**src/rtl/nbody_sequencer_if.sv**
```systemverilog
// rtl/nbody_sequencer_if.sv - control/status bundle between the bus wrapper and nbody_sequencer
// master: bus wrapper side (drives go/num_bodies/gap, observes all strobes and status)
// slave : sequencer side
interface nbody_sequencer_if #(
    parameter int BODY_ADDR_WIDTH = 9,
    parameter int GAP_WIDTH       = 32
);
    logic                       go;
    logic [BODY_ADDR_WIDTH:0]   num_bodies;
    logic [GAP_WIDTH-1:0]       gap;
    logic                       busy;
    logic                       done;
    logic                       cfg_err;
    logic [BODY_ADDR_WIDTH-1:0] rd_i;
    logic [BODY_ADDR_WIDTH-1:0] rd_j;
    logic                       pair_valid;
    logic                       acc_valid;
    logic                       acc_first;
    logic                       v_wr_en;
    logic [BODY_ADDR_WIDTH-1:0] acc_i;
    logic [BODY_ADDR_WIDTH-1:0] upd_rd_addr;
    logic                       upd_rd_en;
    logic                       upd_wr_en;
    logic [BODY_ADDR_WIDTH-1:0] upd_wr_addr;
    logic [GAP_WIDTH-1:0]       step_count;

    modport master (
        output go, num_bodies, gap,
        input  busy, done, cfg_err, rd_i, rd_j, pair_valid, acc_valid, acc_first,
               v_wr_en, acc_i, upd_rd_addr, upd_rd_en, upd_wr_en, upd_wr_addr, step_count
    );

    modport slave (
        input  go, num_bodies, gap,
        output busy, done, cfg_err, rd_i, rd_j, pair_valid, acc_valid, acc_first,
               v_wr_en, acc_i, upd_rd_addr, upd_rd_en, upd_wr_en, upd_wr_addr, step_count
    );
endinterface

```
**src/rtl/nbody_sequencer.sv**
```systemverilog
// rtl/nbody_sequencer.sv - nbody run sequencer: pair issue, getAccl tracking, position update sweep
// Ports: clk, rst (sync active-high), bus (nbody_sequencer_if.slave):
//   go/num_bodies/gap in; busy/done/cfg_err/step_count status; rd_i/rd_j/pair_valid pair reads;
//   acc_valid/acc_first/acc_i/v_wr_en accel results; upd_rd_*/upd_wr_* position update strobes.
module nbody_sequencer #(
    parameter int BODIES          = 512,
    parameter int BODY_ADDR_WIDTH = $clog2(BODIES),
    parameter int ACCL_LATENCY    = 123,
    parameter int UPDATE_LATENCY  = 20,
    parameter int GAP_WIDTH       = 32
) (
    input  logic              clk,
    input  logic              rst,
    nbody_sequencer_if.slave  bus
);
    localparam int AW = BODY_ADDR_WIDTH;
    localparam int NW = BODY_ADDR_WIDTH + 1;
    // The extra stage accounts for the one-cycle RAM read ahead of getAccl / the adder.
    localparam int DA = ACCL_LATENCY + 1;
    localparam int DU = UPDATE_LATENCY + 1;

    localparam logic [NW-1:0]        N_ONE    = NW'(1);
    localparam logic [NW-1:0]        N_TWO    = NW'(2);
    localparam logic [NW-1:0]        N_MAX    = NW'(BODIES);
    localparam logic [AW-1:0]        A_ONE    = AW'(1);
    localparam logic [GAP_WIDTH-1:0] STEP_ONE = GAP_WIDTH'(1);
    localparam logic [GAP_WIDTH-1:0] STEP_MAX = '1;

    localparam logic [2:0] S_IDLE      = 3'd0;
    localparam logic [2:0] S_ACCEL     = 3'd1;
    localparam logic [2:0] S_DRAIN     = 3'd2;
    localparam logic [2:0] S_UPDATE    = 3'd3;
    localparam logic [2:0] S_UPD_DRAIN = 3'd4;
    localparam logic [2:0] S_DONE      = 3'd5;

    logic [2:0]           state, state_n;
    logic                 busy_q, done_q, cfg_err_q;
    logic [GAP_WIDTH-1:0] step_q, gap_q;
    logic [NW-1:0]        n_q;
    logic [AW-1:0]        pair_i, pair_j;
    logic                 pair_v;
    logic [AW-1:0]        upd_addr;
    logic                 upd_en;

    logic [DA-1:0]        a_valid, a_first, a_wr;
    logic [AW-1:0]        a_i [DA];
    logic [DU-1:0]        u_valid;
    logic [AW-1:0]        u_addr [DU];

    logic [NW-1:0] i_ext, j_ext, j_next, j_skip, n_m1, n_m2, ua_ext;
    logic          row_end, last_pair, pair_first, pair_last;
    logic          cfg_bad, running, abort, accel_empty, upd_empty, step_end, busy_n;

    always_comb begin
        i_ext   = {1'b0, pair_i};
        j_ext   = {1'b0, pair_j};
        ua_ext  = {1'b0, upd_addr};
        n_m1    = n_q - N_ONE;
        n_m2    = n_q - N_TWO;
        // Next j skips the diagonal in the same cycle, so no bubble appears.
        j_next  = j_ext + N_ONE;
        j_skip  = (j_next == i_ext) ? j_next + N_ONE : j_next;
        row_end   = (j_skip >= n_q);
        last_pair = row_end && (i_ext == n_m1);
        pair_first = (j_ext == '0) || ((j_ext == N_ONE) && (i_ext == '0));
        pair_last  = (j_ext == n_m1) || ((j_ext == n_m2) && (i_ext == n_m1));
        cfg_bad = (bus.num_bodies < N_TWO) || (bus.num_bodies > N_MAX);
        running = (state == S_ACCEL) || (state == S_DRAIN) ||
                  (state == S_UPDATE) || (state == S_UPD_DRAIN);
        abort   = running && !bus.go;
        // "Empty after this edge": only the output stage may still hold a result,
        // so the next phase starts the cycle right after the last strobe.
        accel_empty = ~|a_valid[DA-2:0];
        upd_empty   = ~|u_valid[DU-2:0];
        step_end    = (state == S_UPD_DRAIN) && upd_empty && !abort;
    end

    always_comb begin
        state_n = state;
        case (state)
            S_IDLE:      if (bus.go && !done_q) state_n = cfg_bad ? S_DONE : S_ACCEL;
            S_ACCEL:     if (last_pair) state_n = S_DRAIN;
            S_DRAIN:     if (accel_empty) state_n = S_UPDATE;
            S_UPDATE:    if (ua_ext == n_m1) state_n = S_UPD_DRAIN;
            S_UPD_DRAIN: if (upd_empty) state_n = (step_q == gap_q) ? S_DONE : S_ACCEL;
            S_DONE:      if (!bus.go) state_n = S_IDLE;
            default:     state_n = S_IDLE;
        endcase
        if (abort) state_n = S_IDLE;
        busy_n = (state_n == S_ACCEL) || (state_n == S_DRAIN) ||
                 (state_n == S_UPDATE) || (state_n == S_UPD_DRAIN);
    end

    always_ff @(posedge clk) begin
        if (rst) begin
            state     <= S_IDLE;
            busy_q    <= 1'b0;
            done_q    <= 1'b0;
            cfg_err_q <= 1'b0;
            step_q    <= '0;
            gap_q     <= '0;
            n_q       <= '0;
            pair_i    <= '0;
            pair_j    <= '0;
            pair_v    <= 1'b0;
            upd_addr  <= '0;
            upd_en    <= 1'b0;
        end else begin
            state  <= state_n;
            busy_q <= busy_n;
            done_q <= (state_n == S_DONE);

            if ((state == S_IDLE) && (state_n != S_IDLE)) begin
                n_q       <= bus.num_bodies;
                gap_q     <= bus.gap;
                step_q    <= '0;
                cfg_err_q <= cfg_bad;
            end else if (step_end) begin
                step_q <= (step_q == STEP_MAX) ? STEP_MAX : step_q + STEP_ONE;
            end

            if (state_n == S_ACCEL) begin
                pair_v <= 1'b1;
                if (state != S_ACCEL) begin
                    pair_i <= '0;
                    pair_j <= A_ONE;
                end else if (row_end) begin
                    // A new row i>=1 always starts at j=0, which is never the diagonal.
                    pair_i <= pair_i + A_ONE;
                    pair_j <= '0;
                end else begin
                    pair_j <= j_skip[AW-1:0];
                end
            end else begin
                pair_v <= 1'b0;
                pair_i <= '0;
                pair_j <= '0;
            end

            if (state_n == S_UPDATE) begin
                upd_en   <= 1'b1;
                upd_addr <= (state == S_UPDATE) ? upd_addr + A_ONE : '0;
            end else begin
                upd_en   <= 1'b0;
                upd_addr <= '0;
            end
        end
    end

    // Delay lines shadow the getAccl pipeline and the update adder; an abort
    // flushes them so no stale writeback escapes after returning to IDLE.
    always_ff @(posedge clk) begin
        if (rst || abort) begin
            a_valid <= '0;
            a_first <= '0;
            a_wr    <= '0;
            u_valid <= '0;
            for (int k = 0; k < DA; k++) a_i[k] <= '0;
            for (int k = 0; k < DU; k++) u_addr[k] <= '0;
        end else begin
            a_valid <= {a_valid[DA-2:0], pair_v};
            a_first <= {a_first[DA-2:0], pair_v & pair_first};
            a_wr    <= {a_wr[DA-2:0], pair_v & pair_last};
            a_i[0]  <= pair_v ? pair_i : '0;
            for (int k = 1; k < DA; k++) a_i[k] <= a_i[k-1];
            u_valid   <= {u_valid[DU-2:0], upd_en};
            u_addr[0] <= upd_addr;
            for (int k = 1; k < DU; k++) u_addr[k] <= u_addr[k-1];
        end
    end

    assign bus.busy        = busy_q;
    assign bus.done        = done_q;
    assign bus.cfg_err     = cfg_err_q;
    assign bus.step_count  = step_q;
    assign bus.rd_i        = pair_i;
    assign bus.rd_j        = pair_j;
    assign bus.pair_valid  = pair_v;
    assign bus.acc_valid   = a_valid[DA-1];
    assign bus.acc_first   = a_first[DA-1];
    assign bus.v_wr_en     = a_wr[DA-1];
    assign bus.acc_i       = a_i[DA-1];
    assign bus.upd_rd_en   = upd_en;
    assign bus.upd_rd_addr = upd_addr;
    assign bus.upd_wr_en   = u_valid[DU-1];
    assign bus.upd_wr_addr = u_addr[DU-1];
endmodule

```
**src/flat_wrapper.sv**
```systemverilog
// flat-port wrapper written by rule: the top's interface ports become plain ports
module nbody_sequencer_flat 
#(
    parameter int BODIES          = 512,
    parameter int BODY_ADDR_WIDTH = $clog2(BODIES),
    parameter int ACCL_LATENCY    = 123,
    parameter int UPDATE_LATENCY  = 20,
    parameter int GAP_WIDTH       = 32
)
  (clk, rst, bus_go, bus_num_bodies, bus_gap, bus_busy, bus_done, bus_cfg_err, bus_rd_i, bus_rd_j, bus_pair_valid, bus_acc_valid, bus_acc_first, bus_v_wr_en, bus_acc_i, bus_upd_rd_addr, bus_upd_rd_en, bus_upd_wr_en, bus_upd_wr_addr, bus_step_count);
  nbody_sequencer_if #(.BODY_ADDR_WIDTH(BODY_ADDR_WIDTH), .GAP_WIDTH(GAP_WIDTH)) bus_i ();
  input  logic clk;
  input  logic rst;
  input wire logic [$bits(bus_i.go)-1:0] bus_go;
  input wire logic [$bits(bus_i.num_bodies)-1:0] bus_num_bodies;
  input wire logic [$bits(bus_i.gap)-1:0] bus_gap;
  output wire logic [$bits(bus_i.busy)-1:0] bus_busy;
  output wire logic [$bits(bus_i.done)-1:0] bus_done;
  output wire logic [$bits(bus_i.cfg_err)-1:0] bus_cfg_err;
  output wire logic [$bits(bus_i.rd_i)-1:0] bus_rd_i;
  output wire logic [$bits(bus_i.rd_j)-1:0] bus_rd_j;
  output wire logic [$bits(bus_i.pair_valid)-1:0] bus_pair_valid;
  output wire logic [$bits(bus_i.acc_valid)-1:0] bus_acc_valid;
  output wire logic [$bits(bus_i.acc_first)-1:0] bus_acc_first;
  output wire logic [$bits(bus_i.v_wr_en)-1:0] bus_v_wr_en;
  output wire logic [$bits(bus_i.acc_i)-1:0] bus_acc_i;
  output wire logic [$bits(bus_i.upd_rd_addr)-1:0] bus_upd_rd_addr;
  output wire logic [$bits(bus_i.upd_rd_en)-1:0] bus_upd_rd_en;
  output wire logic [$bits(bus_i.upd_wr_en)-1:0] bus_upd_wr_en;
  output wire logic [$bits(bus_i.upd_wr_addr)-1:0] bus_upd_wr_addr;
  output wire logic [$bits(bus_i.step_count)-1:0] bus_step_count;
  assign bus_i.go = bus_go;
  assign bus_i.num_bodies = bus_num_bodies;
  assign bus_i.gap = bus_gap;
  assign bus_busy = bus_i.busy;
  assign bus_done = bus_i.done;
  assign bus_cfg_err = bus_i.cfg_err;
  assign bus_rd_i = bus_i.rd_i;
  assign bus_rd_j = bus_i.rd_j;
  assign bus_pair_valid = bus_i.pair_valid;
  assign bus_acc_valid = bus_i.acc_valid;
  assign bus_acc_first = bus_i.acc_first;
  assign bus_v_wr_en = bus_i.v_wr_en;
  assign bus_acc_i = bus_i.acc_i;
  assign bus_upd_rd_addr = bus_i.upd_rd_addr;
  assign bus_upd_rd_en = bus_i.upd_rd_en;
  assign bus_upd_wr_en = bus_i.upd_wr_en;
  assign bus_upd_wr_addr = bus_i.upd_wr_addr;
  assign bus_step_count = bus_i.step_count;
  nbody_sequencer #(.BODIES(BODIES), .BODY_ADDR_WIDTH(BODY_ADDR_WIDTH), .ACCL_LATENCY(ACCL_LATENCY), .UPDATE_LATENCY(UPDATE_LATENCY), .GAP_WIDTH(GAP_WIDTH)) u_core (.clk(clk), .rst(rst), .bus(bus_i));
endmodule
```
**config.mk**
```make
export PLATFORM = sky130hd
export DESIGN_NAME = nbody_sequencer_flat
export DESIGN_NICKNAME = d
export VERILOG_FILES = /design/src/rtl/nbody_sequencer_if.sv /design/src/rtl/nbody_sequencer.sv /design/src/flat_wrapper.sv
export SDC_FILE = /design/constraint.sdc
export NUM_CORES = 2
export LEC_CHECK = 0
export CELL_PAD_IN_SITES_DETAIL_PLACEMENT = 2
export CELL_PAD_IN_SITES_GLOBAL_PLACEMENT = 2
export CORE_AREA = 5 5 512 261
export CTS_CLUSTER_SIZE = 30
export DETAILED_ROUTE_END_ITERATION = 8
export DIE_AREA = 0 0 517 266
export GPL_ROUTABILITY_DRIVEN = 0
export PLACE_DENSITY_LB_ADDON = 0.1
export SLEW_MARGIN = 5
export SYNTH_ARGS = -nofsm -noshare
export SYNTH_HDL_FRONTEND = slang
export SYNTH_SLANG_ARGS = --single-unit
```
**constraint.sdc**
```tcl
create_clock -name clk -period 5.6 [get_ports clk]
set_clock_uncertainty 0.05 [all_clocks]
set_input_delay 1.12 -clock clk [delete_from_list [all_inputs] [get_ports clk]]
set_output_delay 1.12 -clock clk [all_outputs]
set_load 0.005 [all_outputs]
```
==> reports/results.txt <==
Status: finished clean
Root buf cell: clkbuf_16
Period utilization: 89.9%
Highest clock rate: 199 MHz
Crit path to: u_core.bus.rd_j[0]
WL per Instance: 14.8 µm
R2R cell count: 19
Yosys warning count: 0
Worst-Margin Slew: 1200 ps
Fraction of layout cells with a size suffix above 1: 6.40%
Worst setup SP type: flip-flop
CTS tree: yes
Via count: 28359
H-tree Lvls: 4
Vias per inst: 4.44
GR peak layer: met2
Final setup viols: 0
DRC: 0
Sum Neg Setup Slack: 0 ps
Final hold slack: 359 ps
Clk sink count: 1807
Placed instance count: 6099
Total leakage power: 24.4 nW
Post-Syn Instances: 4493
Critical path endpoint category: flip-flop
Dpl hpwl: 53200 µm
GR Util met1: 17.8%
Unrepaired setup endpoints after global routing: false
Commonest non-fill, non-tap cell in the layout: dfxtp_1
Die width: 517 µm
IO buf count: 130
Crit path kind: reg2reg
PD cells: 409 nW/µm²
Post-layout min period: 5030 ps
Final antenna-violating net count: 0
Layout filler cell count: 12525
Post-synth EDFFs: 0
Total CTS buffers: 155
Core footprint: 128000 µm²
WP data required: 6230 ps
Async set or reset register ratio after synthesis: 0%
Final Hold Vio Count: 0
Initial cell density of the core: 40.9%
Combined area of the multi-input logic cells: 15100 µm²
CP Launch Point: u_core.bus.rd_j[0]
Initial antenna violation count: 4
Total wire length: 94200 µm
Number of max-cap violations: 0
R2R Setup Slk: 570 ps
Finished Layout Cells: 6387
Mean area per synthesized cell: 11.7 µm²
R2R Path Start: u_core.bus.rd_j[0]
Area occupied by registers: 36200 µm²
Largest net degree at the start of global routing: 276
Worst hold stages: 1
Met3 Use GR: 3.02%
Nets: 4612
Max VDD drop: 0.291 mV
Die Span Y: 266 µm
Commonest cells after routing, fill and taps aside: dfxtp_1 (1807), and2_1 (1691), clkbuf_16 (160)
Via count of the first global-routing pass: 31130
Total global-route track usage: 13.9%
Crit-path max FO: 8
Tightest Hold Check Type: reg2reg
Hold Startpoint: u_core.u_addr[0][78]
Mapped Nets: 4559
Ys flop type: dfxtp_1
I/O pin total: 131
Clk slew on worst S/H paths: 60 ps
Seq/Total Area, Yosys: 69.1%
Synthesized flop and latch total: 1807
Global-route wire length before repair: 159000 µm
Synthesized area: 52400 µm²
# rows: 93
Clk buf depth: 3
Overflow after GRT: 0
Slew Limit Fails: 0
FF-to-FF End: u_core.bus.rd_j[0]
Yosys cell types: 57
WP data arrival: 5660 ps
Worst skew pair latency: 760 ps
Slew HR: 20.2%
Pre-antenna DRT Iters: 4
Die footprint: 138000 µm²
Initial DRC Count: 1155
Met2 global-route usage: 23.2%
Area delta synth->final: 15.2%
-- area by class of cell --
cell class / count / share of cell area (%)
antenna: 4 / 0.0166
clock buffer: 226 / 7.68
clock inverter: 58 / 1.07
inverter: 27 / 0.168
multi-input combinational: 2395 / 25.0
sequential: 1807 / 59.9
tap: 1710 / 3.55
timing repair buffer: 160 / 2.62
-- flip-flops by register name, indices dropped and copies added (netlist names) --
name                    cells
u_core.bus.busy             1
u_core.state                3
u_core.bus.upd_rd_en        1
u_core.bus.rd_i             9
u_core.a_wr               124
u_core.gap_q               32
u_core.u_valid             21
u_core.bus.step_count      32
u_core.bus.pair_valid       1
u_core.u_addr             189
u_core.bus.cfg_err          1
u_core.a_first            124
u_core.a_i               1116
u_core.n_q                 10
u_core.bus.done             1
u_core.bus.rd_j             9
u_core.bus.upd_rd_addr      9
u_core.a_valid            124
-- power by group --
part	leakage [nW]	switching (W)	internal, W
Sequential	14.6	0.0000626	0.0129
Combinational	7.28	0.000556	0.000236
Clock	2.62	0.00473	0.00620
Total	24.4	0.00535	0.0193
-- worst min-delay path by stage --
stage / endpoint / slack (ps)
global route: u_core.u_addr[0][87] / 370
global placement: u_core.a_i[0][427] / 360
CTS: u_core.a_i[0][558] / 360
floorplan: u_core.a_first[100] / 360
detailed placement: u_core.a_i[0][914] / 360
finish: u_core.u_addr[0][87] / 360
-- worst max-delay path, stage by stage (launching register included) --
cell and delay [ps]:
dfxtp_1 570, inv_1 170, ha_1 380, xnor2_1 150
nand2_1 80, nor4_1 250, nand4_1 310, nor4_2 430
nand4_1 190, xor2_1 280, ha_1 290, a2111oi_0 470
buf_4 190, o21ai_0 70, o21ai_0 90, a21oi_1 180
a41o_1 310, a31oi_1 240, nand2_1 130, nor3_1 130
-- through the flow --
stage / utilization [%] / worst slack [ps] / power [W] / cell area (µm²)
2_1_floorplan: - / 1060 / 0.0138 / 52400
5_1_grt: 47.1 / 48.8 / 0.0258 / 60300
6_report: 47.1 / 566 / 0.0247 / 60300
4_1_cts: 47.0 / 469 / 0.0252 / 60300
3_3_place_gp: 42.9 / 713 / 0.0140 / 55100
3_5_place_dp: 42.9 / 510 / 0.0141 / 55100
-- per-layer routing --
metal,up-vias,wire (µm)
met2,269,44500
met4,0,2150
met5,-,0
li1,14061,-
met3,152,3160
met1,13877,44500
-- Yosys cell counts, types with 4 or more instances --
library cell | n | area (µm²)
dfxtp_1 | 1807 | 36200
and2_1 | 1691 | 10600
clkbuf_1 | 234 | 878
nand2_1 | 132 | 495
a21oi_1 | 83 | 415
xnor2_1 | 73 | 639
nor2_1 | 57 | 214
xor2_1 | 51 | 447
nor4_1 | 50 | 313
nand4_1 | 43 | 269
and3_1 | 29 | 181
nand3_1 | 28 | 140
inv_1 | 27 | 101
nor3_1 | 24 | 120
ha_1 | 21 | 263
buf_4 | 18 | 135
o21ai_0 | 16 | 80.1
a31oi_1 | 8 | 50.1
buf_2 | 8 | 40.0
xnor3_1 | 6 | 135
and3b_1 | 5 | 43.8
nor2b_1 | 5 | 31.3
nor3b_1 | 5 | 37.5
a211oi_1 | 4 | 30.0
and4_1 | 4 | 35.0
buf_1 | 4 | 15.0
nand2b_1 | 4 | 25.0
o21a_1 | 4 | 30.0
o31ai_1 | 4 | 30.0
or2_2 | 4 | 25.0
-- kinds of logic after synthesis --
| logic type | count (synthesis) | synth area share (%) |
|---|---|---|
| flops | 1807 | 69.1 |
| fa+ha+maj | 21 | 0.502 |
| simple gates | 2092 | 24.1 |
| mux | 3 | 0.0573 |
| buf+inv | 291 | 2.23 |
| compound gates | 149 | 1.74 |
| xor+xnor | 130 | 2.33 |
-- repair_timing --
item                       CTS  global route
setup endpoints to repair    0             2
buffers inserted             0             0
gates resized for setup      0             1
hold buffers                 0             0
Note: power is estimated with default switching activity, not from simulation.
